<file path="src/rtl/alu_mul_seq_if.sv">
// -----------------------------------------------------------------------------
// alu_mul_seq_if
// Bundles the signals of the sequential multiplier:
//   requester side : start, a, b  ->  busy, done, result
//   ALU side       : alu_x, alu_y, alu_zx..alu_no  ->  alu_out, alu_zr, alu_ng
// Modports:
//   slave  - the multiplier controller (alu_mul_seq)
//   master - the environment (requester plus the shared Hack ALU)
// Parameter WIDTH : operand/result width, must equal the ALU width.
// -----------------------------------------------------------------------------
interface alu_mul_seq_if #(
  parameter int WIDTH = 16
);
  logic             start;
  logic [WIDTH-1:0] a;
  logic [WIDTH-1:0] b;
  logic             busy;
  logic             done;
  logic [WIDTH-1:0] result;

  logic [WIDTH-1:0] alu_x;
  logic [WIDTH-1:0] alu_y;
  logic             alu_zx;
  logic             alu_nx;
  logic             alu_zy;
  logic             alu_ny;
  logic             alu_f;
  logic             alu_no;
  logic [WIDTH-1:0] alu_out;
  logic             alu_zr;
  logic             alu_ng;

  modport slave (
    input  start, a, b, alu_out, alu_zr, alu_ng,
    output busy, done, result,
    output alu_x, alu_y, alu_zx, alu_nx, alu_zy, alu_ny, alu_f, alu_no
  );

  modport master (
    output start, a, b, alu_out, alu_zr, alu_ng,
    input  busy, done, result,
    input  alu_x, alu_y, alu_zx, alu_nx, alu_zy, alu_ny, alu_f, alu_no
  );
endinterface

</file>
<file path="src/rtl/alu_mul_seq.sv">
// -----------------------------------------------------------------------------
// alu_mul_seq
// Multi-cycle 16-bit multiplier that borrows the shared combinational Hack ALU.
// MSB-first double-and-add: each multiplier bit costs one DBL cycle (prod+prod)
// plus one ADD cycle (prod+mcand) when the bit is set. Only the ALU op x+y is
// issued while busy; in IDLE/DONE the ALU is parked on the constant-0 op.
// Result is the low WIDTH bits of the product (same for signed/unsigned).
//
// Ports:
//   clk, rst_n  - rising-edge clock, asynchronous active-low reset
//   bus (slave) - start/a/b in, busy/done/result out, ALU operands/controls
//                 out, alu_out/alu_zr/alu_ng in
//
// Optional feature macro: MUL_ZERO_SHORTCUT_EN
//   defined   - a start with a==0 or b==0 goes straight to DONE, result 0
//   undefined - zero operands run the full sequence (still yielding 0)
// -----------------------------------------------------------------------------
module alu_mul_seq #(
  parameter int WIDTH = 16
) (
  input  logic          clk,
  input  logic          rst_n,
  alu_mul_seq_if.slave  bus
);

  localparam int CNT_W = $clog2(WIDTH);

  typedef enum logic [1:0] {
    S_IDLE,
    S_DBL,
    S_ADD,
    S_DONE
  } state_e;

  // ALU control word, ordered {zx, nx, zy, ny, f, no}
  localparam logic [5:0] ALU_ZERO = 6'b101010;
  localparam logic [5:0] ALU_ADD  = 6'b000010;

  state_e           state_q,  state_d;
  logic [WIDTH-1:0] prod_q,   prod_d;
  logic [WIDTH-1:0] mcand_q,  mcand_d;
  logic [WIDTH-1:0] mplier_q, mplier_d;
  logic [CNT_W-1:0] cnt_q,    cnt_d;
  logic [WIDTH-1:0] result_q, result_d;
  logic             busy_q,   busy_d;
  logic             done_q,   done_d;

  logic             last_bit;
  logic [5:0]       alu_ctrl;
  logic [WIDTH-1:0] alu_x_c;
  logic [WIDTH-1:0] alu_y_c;

  // The flag inputs are only meaningful for an alternative zero test.
  logic unused_alu_flags;
  assign unused_alu_flags = bus.alu_zr ^ bus.alu_ng;

  assign last_bit = (cnt_q == CNT_W'(WIDTH - 1));

  // Next-state logic.
  always_comb begin
    // NOTE: every signal gets a default first so no path leaves it unassigned
    // (which would infer a latch).
    state_d  = state_q;
    prod_d   = prod_q;
    mcand_d  = mcand_q;
    mplier_d = mplier_q;
    cnt_d    = cnt_q;

    unique case (state_q)
      S_IDLE: begin
        if (bus.start) begin
          prod_d   = '0;
          mcand_d  = bus.a;
          mplier_d = bus.b;
          cnt_d    = '0;
          state_d  = S_DBL;
`ifdef MUL_ZERO_SHORTCUT_EN
          if ((bus.a == '0) || (bus.b == '0)) begin
            state_d = S_DONE;
          end
`endif
        end
      end

      S_DBL: begin
        prod_d = bus.alu_out;
        // A set bit stays in place until its ADD cycle consumes it.
        if (mplier_q[WIDTH-1]) begin
          state_d = S_ADD;
        end else if (last_bit) begin
          state_d = S_DONE;
        end else begin
          cnt_d    = cnt_q + CNT_W'(1);
          mplier_d = {mplier_q[WIDTH-2:0], 1'b0};
        end
      end

      S_ADD: begin
        prod_d = bus.alu_out;
        if (last_bit) begin
          state_d = S_DONE;
        end else begin
          cnt_d    = cnt_q + CNT_W'(1);
          mplier_d = {mplier_q[WIDTH-2:0], 1'b0};
          state_d  = S_DBL;
        end
      end

      S_DONE: begin
        state_d = S_IDLE;
      end

      default: begin
        state_d = S_IDLE;
      end
    endcase

    // Registered handshake outputs follow the state being entered.
    busy_d   = (state_d != S_IDLE);
    done_d   = (state_d == S_DONE);
    result_d = (state_d == S_DONE) ? prod_d : result_q;
  end

  // NOTE: sequential state uses non-blocking assignments only, so every flop
  // samples the pre-edge values regardless of statement order.
  always_ff @(posedge clk or negedge rst_n) begin
    if (!rst_n) begin
      state_q  <= S_IDLE;
      prod_q   <= '0;
      mcand_q  <= '0;
      mplier_q <= '0;
      cnt_q    <= '0;
      result_q <= '0;
      busy_q   <= 1'b0;
      done_q   <= 1'b0;
    end else begin
      state_q  <= state_d;
      prod_q   <= prod_d;
      mcand_q  <= mcand_d;
      mplier_q <= mplier_d;
      cnt_q    <= cnt_d;
      result_q <= result_d;
      busy_q   <= busy_d;
      done_q   <= done_d;
    end
  end

  // ALU drive is a pure decode of the registered state and datapath.
  always_comb begin
    alu_ctrl = ALU_ZERO;
    alu_x_c  = '0;
    alu_y_c  = '0;
    unique case (state_q)
      S_DBL: begin
        alu_ctrl = ALU_ADD;
        alu_x_c  = prod_q;
        alu_y_c  = prod_q;
      end
      S_ADD: begin
        alu_ctrl = ALU_ADD;
        alu_x_c  = prod_q;
        alu_y_c  = mcand_q;
      end
      default: begin
        alu_ctrl = ALU_ZERO;
      end
    endcase
  end

  assign bus.alu_x  = alu_x_c;
  assign bus.alu_y  = alu_y_c;
  assign bus.alu_zx = alu_ctrl[5];
  assign bus.alu_nx = alu_ctrl[4];
  assign bus.alu_zy = alu_ctrl[3];
  assign bus.alu_ny = alu_ctrl[2];
  assign bus.alu_f  = alu_ctrl[1];
  assign bus.alu_no = alu_ctrl[0];

  assign bus.busy   = busy_q;
  assign bus.done   = done_q;
  assign bus.result = result_q;

endmodule

</file>
<file path="src/flat_wrapper.sv">
// flat-port wrapper written by rule: the top's interface ports become plain ports
module alu_mul_seq_flat 
#(
  parameter int WIDTH = 16
)
  (clk, rst_n, bus_start, bus_a, bus_b, bus_alu_out, bus_alu_zr, bus_alu_ng, bus_busy, bus_done, bus_result, bus_alu_x, bus_alu_y, bus_alu_zx, bus_alu_nx, bus_alu_zy, bus_alu_ny, bus_alu_f, bus_alu_no);
  alu_mul_seq_if #(.WIDTH(WIDTH)) bus_i ();
  input  logic clk;
  input  logic rst_n;
  input wire logic [$bits(bus_i.start)-1:0] bus_start;
  input wire logic [$bits(bus_i.a)-1:0] bus_a;
  input wire logic [$bits(bus_i.b)-1:0] bus_b;
  input wire logic [$bits(bus_i.alu_out)-1:0] bus_alu_out;
  input wire logic [$bits(bus_i.alu_zr)-1:0] bus_alu_zr;
  input wire logic [$bits(bus_i.alu_ng)-1:0] bus_alu_ng;
  output wire logic [$bits(bus_i.busy)-1:0] bus_busy;
  output wire logic [$bits(bus_i.done)-1:0] bus_done;
  output wire logic [$bits(bus_i.result)-1:0] bus_result;
  output wire logic [$bits(bus_i.alu_x)-1:0] bus_alu_x;
  output wire logic [$bits(bus_i.alu_y)-1:0] bus_alu_y;
  output wire logic [$bits(bus_i.alu_zx)-1:0] bus_alu_zx;
  output wire logic [$bits(bus_i.alu_nx)-1:0] bus_alu_nx;
  output wire logic [$bits(bus_i.alu_zy)-1:0] bus_alu_zy;
  output wire logic [$bits(bus_i.alu_ny)-1:0] bus_alu_ny;
  output wire logic [$bits(bus_i.alu_f)-1:0] bus_alu_f;
  output wire logic [$bits(bus_i.alu_no)-1:0] bus_alu_no;
  assign bus_i.start = bus_start;
  assign bus_i.a = bus_a;
  assign bus_i.b = bus_b;
  assign bus_i.alu_out = bus_alu_out;
  assign bus_i.alu_zr = bus_alu_zr;
  assign bus_i.alu_ng = bus_alu_ng;
  assign bus_busy = bus_i.busy;
  assign bus_done = bus_i.done;
  assign bus_result = bus_i.result;
  assign bus_alu_x = bus_i.alu_x;
  assign bus_alu_y = bus_i.alu_y;
  assign bus_alu_zx = bus_i.alu_zx;
  assign bus_alu_nx = bus_i.alu_nx;
  assign bus_alu_zy = bus_i.alu_zy;
  assign bus_alu_ny = bus_i.alu_ny;
  assign bus_alu_f = bus_i.alu_f;
  assign bus_alu_no = bus_i.alu_no;
  alu_mul_seq #(.WIDTH(WIDTH)) u_core (.clk(clk), .rst_n(rst_n), .bus(bus_i));
endmodule
</file>
<file path="config.mk">
export PLATFORM = sky130hd
export DESIGN_NAME = alu_mul_seq_flat
export DESIGN_NICKNAME = d
export VERILOG_FILES = /design/src/rtl/alu_mul_seq_if.sv /design/src/rtl/alu_mul_seq.sv /design/src/flat_wrapper.sv
export SDC_FILE = /design/constraint.sdc
export NUM_CORES = 1
export LEC_CHECK = 0
export BUFFER_PORTS_ARGS = -buffer_cell sky130_fd_sc_hd__buf_2
export CAP_MARGIN = 20
export CORE_MARGIN = 3
export CORE_UTILIZATION = 48
export DETAILED_ROUTE_END_ITERATION = 10
export MAX_ROUTING_LAYER = met4
export PLACE_DENSITY = 0.76
export SLEW_MARGIN = 30
export SYNTH_ARGS = -nofsm -noshare
export SYNTH_HDL_FRONTEND = slang
export SYNTH_SLANG_ARGS = --single-unit
</file>
<file path="constraint.sdc">
create_clock -name clk -period 2.9 [get_ports clk]
set_input_delay 0.87 -clock clk [delete_from_list [all_inputs] [get_ports clk]]
set_output_delay 0.87 -clock clk [all_outputs]
set_load 0.005 [all_outputs]
</file>
==> impl_metrics.tcl <==
set metrics [dict create \
    status "finished clean" \
    track_usage 0.201 \
    slew_viol_final 0 \
    drive_gt1_frac 0.427 \
    grt_start_max_net_pins 47 \
    yosys_most_used_dff "dfrtp_1" \
    rr_endpoint "u_core.bus.result[6]$_DFFE_PN0N_" \
    holdPathEnd "u_core.mplier_q[6]$_DFFE_PN0P_" \
    worstPathArrival_ns 1.91 \
    drt_iter0_drc 122 \
    die_w_um 90.1 \
    cpMaxStageDelayCell "ha_1" \
    startpoint_type "flip-flop" \
    netlist_instances 281 \
    cts_tree "yes" \
    synth_cell_type_count 37 \
    final_antenna_net_count 0 \
    route.met3.wl_um 299 \
    grt_pass1_wl_um 12800 \
    path_class "reg2out" \
    worst-path-buf-inv 2 \
    cts_sinks 72 \
    fin_crit_ns 2.78 \
    hold_start "u_core.mplier_q[6]$_DFFE_PN0P_" \
    area_delta_synth_final_pct 23.3 \
    fmax_ghz 0.360 \
    num_vias 2490 \
    antenna_found_initial 0 \
    finalNonFillerCells 482 \
    final_hold_viol_count 0 \
    ff2ff_setup_slack_ns 0.53 \
    fin_skew_ns 0.0106 \
    netlist_area_um2 3390 \
    cts_buffer_depth 2 \
    yosysWarnings 0 \
    start_util 0.497 \
    die_y_um 90.1 \
    dr.pass1.iters 5 \
    hold_class "reg2reg" \
    p_total_mw 4.77 \
    wl_met2_um 3820 \
    top_layer_used "met4" \
    synth-async-reset-ratio 1.00 \
    final_common_cell "buf_2" \
    cp-end-kind "output port" \
    numCtsBuffers 9 \
    period_share 0.958 \
    final_cell_mix "102 x buf_2, 72 x dfrtp_1, 32 x a22o_1, 24 x mux2_2, 23 x nand2_1" \
    dp_cells 466 \
    total_leakage_power_nw 2.15 \
    htreeDepth 3 \
    peakVddDrop_v 0.000596 \
    core-area_um2 6830 \
    crit_fanout 16 \
    reg2reg_depth 8 \
    cts.clk_slew.worst_paths_ns 0.07 \
    reg2reg_from "u_core.state_q[1]$_DFF_PN0_" \
    grt_setup_unrepaired "no" \
    drt_wl_total_um 7970 \
    finalSetupViolCount 0 \
    clock_latency_ns 0.33 \
    final_nets 439 \
    cap_violations 0 \
    required_ns 2.03 \
    drc 0 \
    fin_setup_tns_ns 0 \
    num_io_pins 109 \
    tightest_slew_ns 0.648 \
    wl_per_cell_um 16.5 \
    avgViaCountPerCell 5.17 \
    ys_ff_latch 72 \
    p_per_area_nw_per_um2 1140 \
    antenna_cells 0 \
    synth.avg_cell_area_um2 12.1 \
    grt_pass1_vias 2527 \
    slowest_delay_ns 0.44 \
    worstPathCellList "inv_1, ha_1, and2_4, a22o_1, buf_2" \
    port_buffers 102 \
    crit_family "adder cells" \
    synth-edff-count 0 \
    die_area_um2 8110 \
    min_path_cells 2 \
    grt_overflow_total 0 \
    hpwl_um 5630 \
    seq_area_frac_synth 0.531 \
    cts-root-buf "clkbuf_8" \
    slew_headroom 0.568 \
    gp_congestion 0.865 \
    rows 30 \
    drt-met1-wl_um 3700 \
]
[synth_stat cells (all sizes together), types with 2 or more instances]
cell type,instances,area [µm²]
ha,5,62.6
nand2b,2,12.5
a21oi,7,35.0
nor3,2,10.0
o21ai,21,105
nor2b,3,18.8
conb,2,7.51
nor2,5,26.3
mux2i,14,140
and2,18,113
a22o,32,280
buf,15,98.8
inv,5,18.8
dfrtp,72,1800
mux2,33,405
nand2,23,86.3
clkbuf,8,30.0
[registers in the layout, summed over array words and instances, names as in the netlist]
name,flops
u_core.bus.done,1
u_core.state_q,2
u_core.bus.result,16
u_core.cnt_q,4
u_core.mplier_q,16
u_core.prod_q,16
u_core.mcand_q,16
u_core.bus.busy,1
[worst max-delay path by stage]
stage / startpoint / endpoint / slack, ns / cells after the start
2_1_floorplan: u_core.state_q[0]$_DFF_PN0_ / bus_alu_y[10] / 0.27 / 7
3_3_place_gp: u_core.state_q[1]$_DFF_PN0_ / bus_alu_y[3] / 0.18 / 5
3_5_place_dp: u_core.state_q[1]$_DFF_PN0_ / bus_alu_y[3] / 0.15 / 5
4_1_cts: u_core.state_q[1]$_DFF_PN0_ / bus_alu_y[4] / 0.007 / 5
5_1_grt: u_core.state_q[1]$_DFF_PN0_ / bus_alu_zx / 0.003 / 5
6_report: u_core.state_q[1]$_DFF_PN0_ / bus_alu_y[4] / 0.12 / 5
[logic make-up after synthesis]
kind of cell,share of synthesized area
mux,0.161
buf+inv,0.0435
compound gates,0.156
flops,0.531
other cells,0.00221
simple gates,0.0874
fa+ha+maj,0.0184
[final cells by class]
type,count,area [µm²]
Clock buffer,11,141
Clock inverter,5,56.3
Fill cell,593,2650
Inverter,5,18.8
Multi-Input combinational cell,183,1460
Sequential cell,72,1800
Tap cell,96,120
Timing Repair Buffer,110,591
[per-stage QoR]
stage | hold WS [ns] | worst slack [ns] | instance area [µm²] | util
after CTS | 0.491 | 0.00748 | 4180 | 0.612
after detailed placement | 0.474 | 0.150 | 3970 | 0.582
final | 0.490 | 0.123 | 4180 | 0.612
after global routing | 0.515 | 0.00285 | 4180 | 0.612
after global placement | 0.463 | 0.183 | 3970 | 0.582
after floorplan | 0.450 | 0.269 | 3400 | -
[where the power goes]
group | switching [mW] | total [mW] | internal, mW | leakage (nW)
clock network | 0.359 | 0.779 | 0.420 | 0.0993
registers | 0.264 | 1.70 | 1.43 | 0.912
logic | 1.18 | 2.29 | 1.10 | 1.14
total | 1.81 | 4.77 | 2.96 | 2.15
[repair_timing]
| action | in CTS | in global routing |
|---|---|---|
| gates resized for setup | 3 | 3 |
| buffers inserted | 0 | 0 |
| setup endpoints to repair | 18 | 18 |
| hold buffers | 0 | 0 |
[layer usage]
| metal | up-vias | track usage |
|---|---|---|
| li1 | 1190 | - |
| met1 | 1215 | 0.269 |
| met2 | 71 | 0.313 |
| met3 | 14 | 0.0192 |
| met4 | 0 | 0.0893 |
| met5 | - | - |
[worst min-delay path, delay by kind of cell (launching register included)]
kind / cells / cell delay [ns]
compound gates: 1 / 0.06
flops: 1 / 0.35
simple gates: 1 / 0.04
(Power assumes the default switching activity.)
